**config.mk**
```make
export PLATFORM = sky130hd
export DESIGN_NAME = costas_loop_scheduler
export DESIGN_NICKNAME = d
export VERILOG_FILES = /design/src/rtl/costas_sched_pkg.sv /design/src/rtl/costas_tick_divider.sv /design/src/rtl/costas_loop_scheduler.sv
export SDC_FILE = /design/constraint.sdc
export NUM_CORES = 1
export LEC_CHECK = 0
export BUFFER_PORTS_ARGS = -buffer_cell sky130_fd_sc_hd__buf_4
export CORE_MARGIN = 2
export CORE_UTILIZATION = 58
export CTS_CLUSTER_DIAMETER = 30
export DETAILED_ROUTE_END_ITERATION = 16
export PLACE_DENSITY = 0.79
export SLEW_MARGIN = 40
export SYNTH_ARGS = -nofsm -noshare
export SYNTH_HDL_FRONTEND = slang
export SYNTH_SLANG_ARGS = --single-unit
```
**constraint.sdc**
```tcl
create_clock -name clock -period 2.9 [get_ports clock]
set_input_delay 0.145 -clock clock [delete_from_list [all_inputs] [get_ports clock]]
set_output_delay 0.145 -clock clock [all_outputs]
set_load 0.01 [all_outputs]
```
**src/rtl/costas_sched_pkg.sv**
```systemverilog
// -----------------------------------------------------------------------------
// costas_sched_pkg
// Shared types and constants for the Costas loop update scheduler:
//   - state_t      : sequencing FSM states
//   - DIV_MIN      : shortest period the loop arithmetic is allowed to run at
//   - DIV_DEFAULT  : period length after reset
//   - TRIG_DEFAULT : sampler trigger position after reset
//   - clamp_div / clamp_trig : config sanitising applied at capture time
// -----------------------------------------------------------------------------
package costas_sched_pkg;

   typedef enum logic [1:0] {
      IDLE    = 2'd0,
      PD_WAIT = 2'd1,
      LF_WAIT = 2'd2,
      NCO     = 2'd3
   } state_t;

   localparam int unsigned DIV_MIN      = 4;
   localparam int unsigned DIV_DEFAULT  = 15;
   localparam int unsigned TRIG_DEFAULT = 13;

   // A period shorter than DIV_MIN cannot fit the PD -> LF -> NCO sequence.
   function automatic int unsigned clamp_div(input int unsigned div);
      return (div < DIV_MIN) ? DIV_MIN : div;
   endfunction

   // The trigger must land inside the period; div is the already-clamped value.
   function automatic int unsigned clamp_trig(input int unsigned div,
                                              input int unsigned trig);
      return (trig >= div) ? (div - 1) : trig;
   endfunction

endpackage

```
**src/rtl/costas_tick_divider.sv**
```systemverilog
// -----------------------------------------------------------------------------
// costas_tick_divider
// Programmable period divider with a one-deep shadow config register.
//   clock, reset      : rising-edge clock, async active-high reset
//   enable            : counter advances only when high
//   cfg_valid/ready   : config handshake; ready is low while a config is pending
//   cfg_div, cfg_trig : period length and trigger position (clamped on capture)
//   tick              : high while count == 0 (one cycle per period)
//   trig              : high while count == trigger position
// -----------------------------------------------------------------------------
module costas_tick_divider
   import costas_sched_pkg::*;
#(
   parameter int CNT_W        = 8,
   parameter int DEFAULT_DIV  = DIV_DEFAULT,
   parameter int DEFAULT_TRIG = TRIG_DEFAULT
) (
   input  logic             clock,
   input  logic             reset,
   input  logic             enable,
   input  logic             cfg_valid,
   output logic             cfg_ready,
   input  logic [CNT_W-1:0] cfg_div,
   input  logic [CNT_W-1:0] cfg_trig,
   output logic             tick,
   output logic             trig
);

   localparam logic [CNT_W-1:0] RST_DIV  = CNT_W'(clamp_div(DEFAULT_DIV));
   localparam logic [CNT_W-1:0] RST_TRIG =
      CNT_W'(clamp_trig(clamp_div(DEFAULT_DIV), DEFAULT_TRIG));

   logic [CNT_W-1:0] count;
   logic [CNT_W-1:0] count_next;
   logic [CNT_W-1:0] div;
   logic [CNT_W-1:0] trig_pos;
   logic [CNT_W-1:0] shadow_div;
   logic [CNT_W-1:0] shadow_trig;
   logic [CNT_W-1:0] cap_div;
   logic [CNT_W-1:0] cap_trig;
   logic             pending;
   logic             wrap;

   // >= rather than == so a period shortened while enable was low still wraps.
   assign wrap       = enable && (count >= div - CNT_W'(1));
   assign count_next = wrap ? '0 : count + CNT_W'(1);

   // Trigger clamp uses the clamped period so the pair is always consistent.
   assign cap_div  = CNT_W'(clamp_div(32'(cfg_div)));
   assign cap_trig = CNT_W'(clamp_trig(32'(cap_div), 32'(cfg_trig)));

   assign cfg_ready = ~pending;

   // NOTE: sequential state uses non-blocking assignments so every register
   // samples pre-edge values regardless of statement order.
   always_ff @(posedge clock or posedge reset) begin
      if (reset) begin
         count       <= '0;
         div         <= RST_DIV;
         trig_pos    <= RST_TRIG;
         shadow_div  <= '0;
         shadow_trig <= '0;
         pending     <= 1'b0;
         tick        <= 1'b0;
         trig        <= 1'b0;
      end else begin
         tick <= wrap;
         trig <= enable && (count_next == trig_pos);
         if (enable) begin
            count <= count_next;
         end
         // Apply only at a period boundary, or at once while the divider is
         // frozen; capture is only possible when nothing is pending.
         if (pending && (wrap || !enable)) begin
            div      <= shadow_div;
            trig_pos <= shadow_trig;
            pending  <= 1'b0;
         end else if (cfg_valid && !pending) begin
            shadow_div  <= cap_div;
            shadow_trig <= cap_trig;
            pending     <= 1'b1;
         end
      end
   end

endmodule

```
**src/rtl/costas_loop_scheduler.sv**
```systemverilog
// -----------------------------------------------------------------------------
// costas_loop_scheduler
// Launches one phase-detector -> loop-filter -> NCO-load sequence per period.
//   clock, reset            : rising-edge clock, async active-high reset
//   enable                  : divider advance enable
//   cfg_valid/ready/div/trig: period configuration handshake
//   tick, trig              : period and sampler strobes
//   pd_start / pd_done      : phase detector handshake
//   lf_start / lf_done      : loop filter handshake
//   nco_load                : one-cycle NCO increment load
//   busy                    : sequence in flight
//   clr_overrun             : clears overrun flag and count
//   overrun, overrun_cnt    : sticky flag and saturating count of dropped ticks
// All outputs are registered.
// -----------------------------------------------------------------------------
module costas_loop_scheduler
   import costas_sched_pkg::*;
#(
   parameter int CNT_W        = 8,
   parameter int DEFAULT_DIV  = 15,
   parameter int DEFAULT_TRIG = 13
) (
   input  logic             clock,
   input  logic             reset,
   input  logic             enable,
   input  logic             cfg_valid,
   output logic             cfg_ready,
   input  logic [CNT_W-1:0] cfg_div,
   input  logic [CNT_W-1:0] cfg_trig,
   output logic             tick,
   output logic             trig,
   output logic             pd_start,
   input  logic             pd_done,
   output logic             lf_start,
   input  logic             lf_done,
   output logic             nco_load,
   output logic             busy,
   input  logic             clr_overrun,
   output logic             overrun,
   output logic [7:0]       overrun_cnt
);

   state_t state;
   state_t state_next;
   logic   pd_start_next;
   logic   lf_start_next;
   logic   overrun_event;

   costas_tick_divider #(
      .CNT_W       (CNT_W),
      .DEFAULT_DIV (DEFAULT_DIV),
      .DEFAULT_TRIG(DEFAULT_TRIG)
   ) u_divider (
      .clock    (clock),
      .reset    (reset),
      .enable   (enable),
      .cfg_valid(cfg_valid),
      .cfg_ready(cfg_ready),
      .cfg_div  (cfg_div),
      .cfg_trig (cfg_trig),
      .tick     (tick),
      .trig     (trig)
   );

   // A tick arriving mid-sequence is dropped; the sequence in flight carries on.
   assign overrun_event = tick && (state != IDLE);

   // NOTE: every signal driven here gets a default first, so no path through
   // the case can leave it unassigned and infer a latch.
   always_comb begin
      state_next    = state;
      pd_start_next = 1'b0;
      lf_start_next = 1'b0;
      unique case (state)
         IDLE: begin
            if (tick) begin
               state_next    = PD_WAIT;
               pd_start_next = 1'b1;
            end
         end
         PD_WAIT: begin
            if (pd_done) begin
               state_next    = LF_WAIT;
               lf_start_next = 1'b1;
            end
         end
         LF_WAIT: begin
            if (lf_done) begin
               state_next = NCO;
            end
         end
         NCO: begin
            state_next = IDLE;
         end
         default: begin
            state_next = IDLE;
         end
      endcase
   end

   // Strobes are registered from the transition, so each is high exactly for
   // the first cycle spent in its target state.
   always_ff @(posedge clock or posedge reset) begin
      if (reset) begin
         state    <= IDLE;
         pd_start <= 1'b0;
         lf_start <= 1'b0;
         nco_load <= 1'b0;
         busy     <= 1'b0;
      end else begin
         state    <= state_next;
         pd_start <= pd_start_next;
         lf_start <= lf_start_next;
         nco_load <= (state_next == NCO);
         busy     <= (state_next != IDLE);
      end
   end

   // Clear has priority over a simultaneous overrun event.
   always_ff @(posedge clock or posedge reset) begin
      if (reset) begin
         overrun     <= 1'b0;
         overrun_cnt <= '0;
      end else if (clr_overrun) begin
         overrun     <= 1'b0;
         overrun_cnt <= '0;
      end else if (overrun_event) begin
         overrun <= 1'b1;
         if (overrun_cnt != 8'hFF) begin
            overrun_cnt <= overrun_cnt + 8'd1;
         end
      end
   end

endmodule

```
==> impl_metrics.ini, run 1 <==
[worst_setup_path]
worst_setup_path_end_kind = register
worstPathMaxFanout = 8
worst_setup_path_start_kind = register
r2r-end = u_divider.trig
worstPathArrival_ns = 3.13
reg2regPathDepth = 12
r2r_slack_ns = 0.04
cpMostUsedCell = ha_1
critical_path_class = reg2reg
critPathMaxStageDelay_ns = 0.54
slowest_stage = dfstp_2
crit_path_start = u_divider.div[0]
r2r_start = u_divider.div[0]
endpoint = u_divider.trig
worstPathCellList = inv_1, ha_1, nand2_1, nor3_1, xnor2_1, ha_1, nand4_1, or2_1, o32ai_4, o21ai_0, a21oi_1, and4bb_1
critPathRequiredTime_ns = 3.17

[min_path]
hold_class = in2async

[flow_run]
drv_cap = 0

[sta]
drv_slew = 0
tns_ns = 0
slew_headroom_pct = 53.2
holdWs_ns = -0.00224
finalHoldViolations = 3
rsz0062_at_grt = true
worst_pin_slew_ns = 0.702
finalCriticalPeriod_ns = 2.86
final.period_utilization_pct = 98.7
finalSetupViolations = 0
skew_ns = 0.00640
fin_ws_ns = 0.0379
timing.fmax_mhz = 349

[final_layout]
drive_above_1_share_pct = 25.7
layout.cells.non_filler = 450
syn_to_final_growth_pct = 18.4
layout.nets = 417
diodes = 0
n_fill_cell = 392
finalCoreUtilization_pct = 71.1

[floorplanning]
rows = 27
die_h_um = 79.5
core_area_um2 = 5510
die_area_um2 = 6320
initial_utilization_pct = 60.1
io_pins = 39
fp.dieW_um = 79.5

[drt]
dr.pass1.iters = 4
routed_wl_um = 6260
wl_met1_um = 2890
drtAntennaViolNets = 0
wl_met2_um = 3020
met3_length_um = 237
drtIter0Drc = 116
avgRoutedWirePerCell_um = 13.9
vias = 2482
viasPerCell = 5.52
drc = 0
top_layer_used = met4

[logic_synthesis]
async_flop_share_pct = 100
ys_ff_latch = 58
avgSynthCellArea_um2 = 10.3
synthFlopType = dfrtp_1
yosysSeqAreaShare_pct = 44.2
synth_area_um2 = 3310
synth.distinct_cells = 51
synth_edf_count = 0
ys_warn_count = 0
syn_nets = 365
syn_inst = 322

[pwr]
vdd_drop_max_mv = 0.525
power_mw = 3.93
p_per_area_nw_per_um2 = 1000
leakage_nw = 1.83

[global_route]
grt_overflow = 0
grt_start_max_net_pins = 59
grt_pass1_vias = 2311
antenna_found_initial = 0
grt_first_pass_wirelength_um = 10700
grt_use_total_pct = 21.9

[place]
hpwl_um = 4620
place.gp.congestion = 0.913
port_buffers = 38
place_worst_setup_slack_ns = 0.0162
dp_cells = 433

[clock_tree]
cts_buffer_depth = 2
clk_pin_slew_worst_paths_ns = 0.06
cts_tree = yes
holdBufCountCts = 0
cts_made_buffers = 9
clock_latency_ns = 0.33
htreeDepth = 3
cts_root_buffer = clkbuf_8
cts_sinks = 58

[outcome]
status = finished, violations left
violations = hold timing
-- how the worst min path moves through the flow --
| stage | slack, ns | from | cells after the start | endpoint |
|---|---|---|---|---|
| 3_3_place_gp | 0.38 | reset | 3 | u_divider.count[0] |
| 4_1_cts | 0.03 | reset | 3 | overrun_cnt[6] |
| 6_report | -0.002 | reset | 3 | overrun_cnt[6] |
| 3_5_place_dp | 0.39 | clr_overrun | 2 | overrun_cnt[3] |
| 2_1_floorplan | 0.27 | enable | 2 | u_divider.count[1] |
| 5_1_grt | 0.05 | clr_overrun | 2 | overrun |
-- synth_stat cells (all sizes together), types with 4 or more instances --
cell type	n	area share [%]
nand4	5	0.95
dfrtp	51	39
nor3	7	1.1
o21a	6	1.4
o31ai	4	1.1
o21ai	37	5.7
mux2	17	6.9
nor2	24	2.7
mux2i	9	2.7
nand2	35	4.5
xnor2	14	3.7
xor2	8	2.1
inv	17	1.9
dfstp	7	5.6
a21oi	8	1.2
ha	20	7.6
nand3	9	1.5
buf	4	1.2
-- metal layers --
layer	up-vias	GRT usage, %
met5	-	0
met4	0	8.62
met3	10	5.43
met2	49	37.1
met1	1181	26.8
li1	1242	-
-- final cells by class --
class / count / area (um2) / share of cell area (%)
multi-input cells: 240 / 1760 / 44.8
flip-flops and latches: 58 / 1460 / 37.3
repair buffers: 48 / 360 / 9.20
clock buffers: 13 / 149 / 3.80
well taps: 72 / 90.1 / 2.30
inverters: 17 / 63.8 / 1.63
clock inverters: 2 / 37.5 / 0.958
-- per-stage QoR --
stage / hold WS [ns] / cell area [um2]
after global placement: 0.382 / 3690
after CTS: 0.0309 / 3890
after global routing: 0.0480 / 3920
final: -0.00224 / 3920
after detailed placement: 0.392 / 3690
after floorplan: 0.273 / 3310
-- critical path, delay by kind of cell, from the launching register on --
| kind | cells | cell delay (ns) |
|---|---|---|
| AOI/OAI and AO/OA | 3 | 0.76 |
| xor gates and xnor gates | 1 | 0.13 |
| and+or+nand+nor | 5 | 0.75 |
| adders and majority gates | 2 | 0.53 |
| DFF | 1 | 0.54 |
| buffers and inverters | 1 | 0.07 |
-- cells by family (layout without fill, tap and decap cells) --
| group | count (synthesis) | in the layout | share of synthesized area (%) |
|---|---|---|---|
| AND/OR/NAND/NOR | 103 | 103 | 15.7 |
| AO/OA/AOI/OAI | 69 | 69 | 13.7 |
| flip-flops | 58 | 58 | 44.2 |
| multiplexers | 26 | 26 | 9.65 |
| buffers and inverters | 24 | 80 | 3.44 |
| XOR/XNOR | 22 | 22 | 5.83 |
| adder cells (fa/ha/maj) | 20 | 20 | 7.57 |
-- layout by cell type (no fill, tap or decap), types with 2 or more instances in the layout --
cell type	n
xor2_1	8
xnor2_1	14
clkbuf_1	3
ha_1	20
nor3b_1	2
nor2_1	24
nand2_1	33
nand3_1	8
nand4_1	5
nand3b_1	2
mux2_4	10
inv_1	15
dfstp_2	7
o21a_1	6
o31ai_1	3
o21ai_0	35
nor4_1	2
clkbuf_8	10
a41oi_1	3
a21o_1	3
a21oi_1	8
and3_1	2
and2_1	2
mux2i_1	9
nor2b_1	2
inv_2	2
nor3_1	7
nand2b_1	2
buf_4	48
mux2_2	7
dfrtp_1	51
-- where the power goes --
part | internal [mW] | leakage [nW] | total [mW] | switching [mW]
Combinational | 0.904 | 1.01 | 1.76 | 0.861
Sequential | 1.15 | 0.730 | 1.44 | 0.292
Clock | 0.417 | 0.0897 | 0.719 | 0.302
Total | 2.47 | 1.83 | 3.93 | 1.45
-- repair_timing --
action | in CTS | in global routing
setup buffers | 0 | 2
resized for setup | 1 | 3
setup endpoints to repair | 1 | 12
pin swaps | 0 | 3
gates cloned | 0 | 0
endpoints found under the hold margin | 0 | 0
-- sequential cells by signal (all words and copies together) (netlist names), 2 cells and up --
register	flops
u_divider.trig_pos	8
u_divider.count	8
state	2
u_divider.div	8
overrun_cnt	8
u_divider.shadow_trig	8
u_divider.shadow_div	8
Power figures use the tool's default switching activity.
==> run 2: changes to the inputs <==
CORE_UTILIZATION = 42   (was 58)
PLACE_DENSITY = default   (was 0.79)
SYNTH_HIERARCHICAL = 1   (was default)
clock period = 3.1 ns   (was 2.9 ns; I/O delays follow)
==> impl_metrics.ini, run 2 <==
[outcome]
status = finished, final reports clean

[logic_synthesis]
syn_nets = 393
synth_most_common_cell = dfrtp_1
synth_edf_count = 0
synth_area_leaders = dfrtp_1, ha_1, mux2_2
avgSynthCellArea_um2 = 9.73
ys_warn_count = 6
synthFlopType = dfrtp_1
syn_inst = 350
synth_area_um2 = 3410
ys_ff_latch = 58
synth_commonest_cells = dfrtp_1, nand2_1, o21ai_0
yosysTopAreaCellShare_pct = 37.5
yosysSeqAreaShare_pct = 42.9
synth_largest_area_cell = dfrtp_1
async_flop_share_pct = 100
synth.distinct_cells = 58

[worst_setup_path]
r2r-end = u_divider/trig
worstPathCellList = inv_1, ha_1, nand2_1, xor2_1, ha_1, a211oi_1, o21ai_0, a31oi_2, o21ai_0, a2111o_1, a211oi_2
reg2regPathDepth = 11
slowest_stage = dfstp_2
critPathRequiredTime_ns = 3.36
r2r_start = u_divider/div[0]
cpLargestDelayFamily = compound AO/OA/AOI/OAI gates
critical_path_class = reg2reg
critPathMaxStageDelay_ns = 0.54
worstPathArrival_ns = 3.15
worst_setup_path_end_kind = register
r2r_slack_ns = 0.21
worst_setup_path_start_kind = register
crit_buf_inv = 1
worstPathMaxFanout = 5

[floorplanning]
core_area_um2 = 7810
fp.dieW_um = 94.1
die_h_um = 94.1
initial_utilization_pct = 43.6
io_pins = 39
die_area_um2 = 8850
rows = 32

[min_path]
hold_class = in2reg
min_to = nco_load
min_from = lf_done
min_path_cells = 3

[final_layout]
final_cell_mix = dfrtp_1, buf_4, nand2_1
syn_to_final_growth_pct = 20.9
diodes = 0
drive_above_1_share_pct = 25.1
layout.nets = 444
final_common_cell = dfrtp_1

[drt]
viasPerCell = 5.37
drtIter0Drc = 92
routed_wl_um = 7580
drtAntennaViolNets = 0
dr.pass1.iters = 6
vias = 2726
avgRoutedWirePerCell_um = 14.9
drc = 0

[place]
place.gp.congestion = 0.894
port_buffers = 38
hpwl_um = 5800

[sta]
slew_headroom_pct = 55.8
rsz0062_at_grt = false
tns_ns = 0
finalCriticalPeriod_ns = 2.89
worst_pin_slew_ns = 0.662
finalSetupViolations = 0
skew_ns = 0.0115
timing.fmax_mhz = 345
drv_slew = 0
finalHoldViolations = 0
final.period_utilization_pct = 93.4

[clock_tree]
clk_pin_slew_worst_paths_ns = 0.07
cts_made_buffers = 9
cts_buffer_depth = 2
cts_root_buffer = clkbuf_8
cts_sinks = 58
clock_latency_ns = 0.33
cts_tree = yes
cts_setup_buffers = 0
htreeDepth = 3

[global_route]
grt_pass1_vias = 2718
grt_use_total_pct = 18.9
grt_first_pass_wirelength_um = 13100
grt_start_max_net_pins = 27
grt_overflow = 0
antenna_found_initial = 0

[flow_run]
drv_cap = 0

[pwr]
vdd_drop_max_mv = 0.313
power_mw = 3.78
leakage_nw = 1.90
p_per_area_nw_per_um2 = 918
==> run 2: layout make-up <==
cell class,instances,area [um2]
repair buffers,48,363
flip-flops and latches,58,1460
multi-input cells,262,1840
clock buffers,9,124
inverters,22,82.6
clock inverters,7,125
fillers,750,3690
well taps,102,128
==> run 2: how the worst max path moves through the flow <==
stage | start | endpoint | slack, ns | depth (start not counted)
final | u_divider/div[0] | u_divider/trig | 0.21 | 11
after global routing | u_divider/div[0] | u_divider/trig | 0.02 | 11
after CTS | u_divider/div[0] | u_divider/trig_pos[1] | 0.13 | 12
after detailed placement | u_divider/div[0] | u_divider/trig_pos[1] | 0.16 | 12
after global placement | u_divider/div[0] | u_divider/trig | 0.21 | 11
after floorplan | u_divider/div[0] | u_divider/trig_pos[1] | 0.14 | 14
==> run 2: power breakdown <==
group	switching [mW]	leakage, nW	internal (mW)
logic	0.790	1.05	0.731
clock network	0.330	0.124	0.541
registers	0.308	0.726	1.08
total	1.43	1.90	2.35
==> run 2: logic make-up (layout without fill, tap and decap cells) <==
logic type | count (synthesis) | in the layout | share of synthesized area [%]
flip-flops | 58 | 58 | 42.9
multiplexers | 20 | 20 | 6.50
buffers and inverters | 30 | 86 | 3.67
AO/OA/AOI/OAI | 96 | 96 | 18.5
AND/OR/NAND/NOR | 104 | 104 | 15.0
XOR/XNOR | 22 | 22 | 6.06
adder cells (fa/ha/maj) | 20 | 20 | 7.35
==> run 2: metrics by stage <==
step / instance area [um2] / hold WS, ns / cells / setup slack (ns) / utilization [%]
global placement: 3840 / 0.262 / 491 / 0.207 / 49.2
detailed placement: 3840 / 0.242 / 491 / 0.161 / 49.2
CTS: 4100 / 0.0237 / 508 / 0.132 / 52.5
finish: 4120 / 0.0418 / 508 / 0.205 / 52.8
floorplan: 3410 / 0.0565 / 350 / 0.142 / -
global route: 4120 / 0.0353 / 508 / 0.0210 / 52.8
==> run 2: what timing repair did <==
action,4_1_cts,5_1_grt
hold buffers,1,0
endpoints found under the hold margin,32,0
gates resized for setup,0,3
endpoints found under the setup margin,0,17
==> run 2: worst min-delay path, delay by kind of cell <==
family                 cells  cell delay, ns
and+or+nand+nor            1            0.04
buffers and inverters      2            0.15
==> run 2: routing by layer <==
layer | vias to the layer above | GRT usage [%] | share of wire (%)
met1 | 1296 | 26.3 | 50
met2 | 56 | 29.5 | 46
met3 | 6 | 3.29 | 3.3
met4 | 0 | 7.49 | 0.90
li1 | 1368 | - | -
met5 | - | 0 | 0
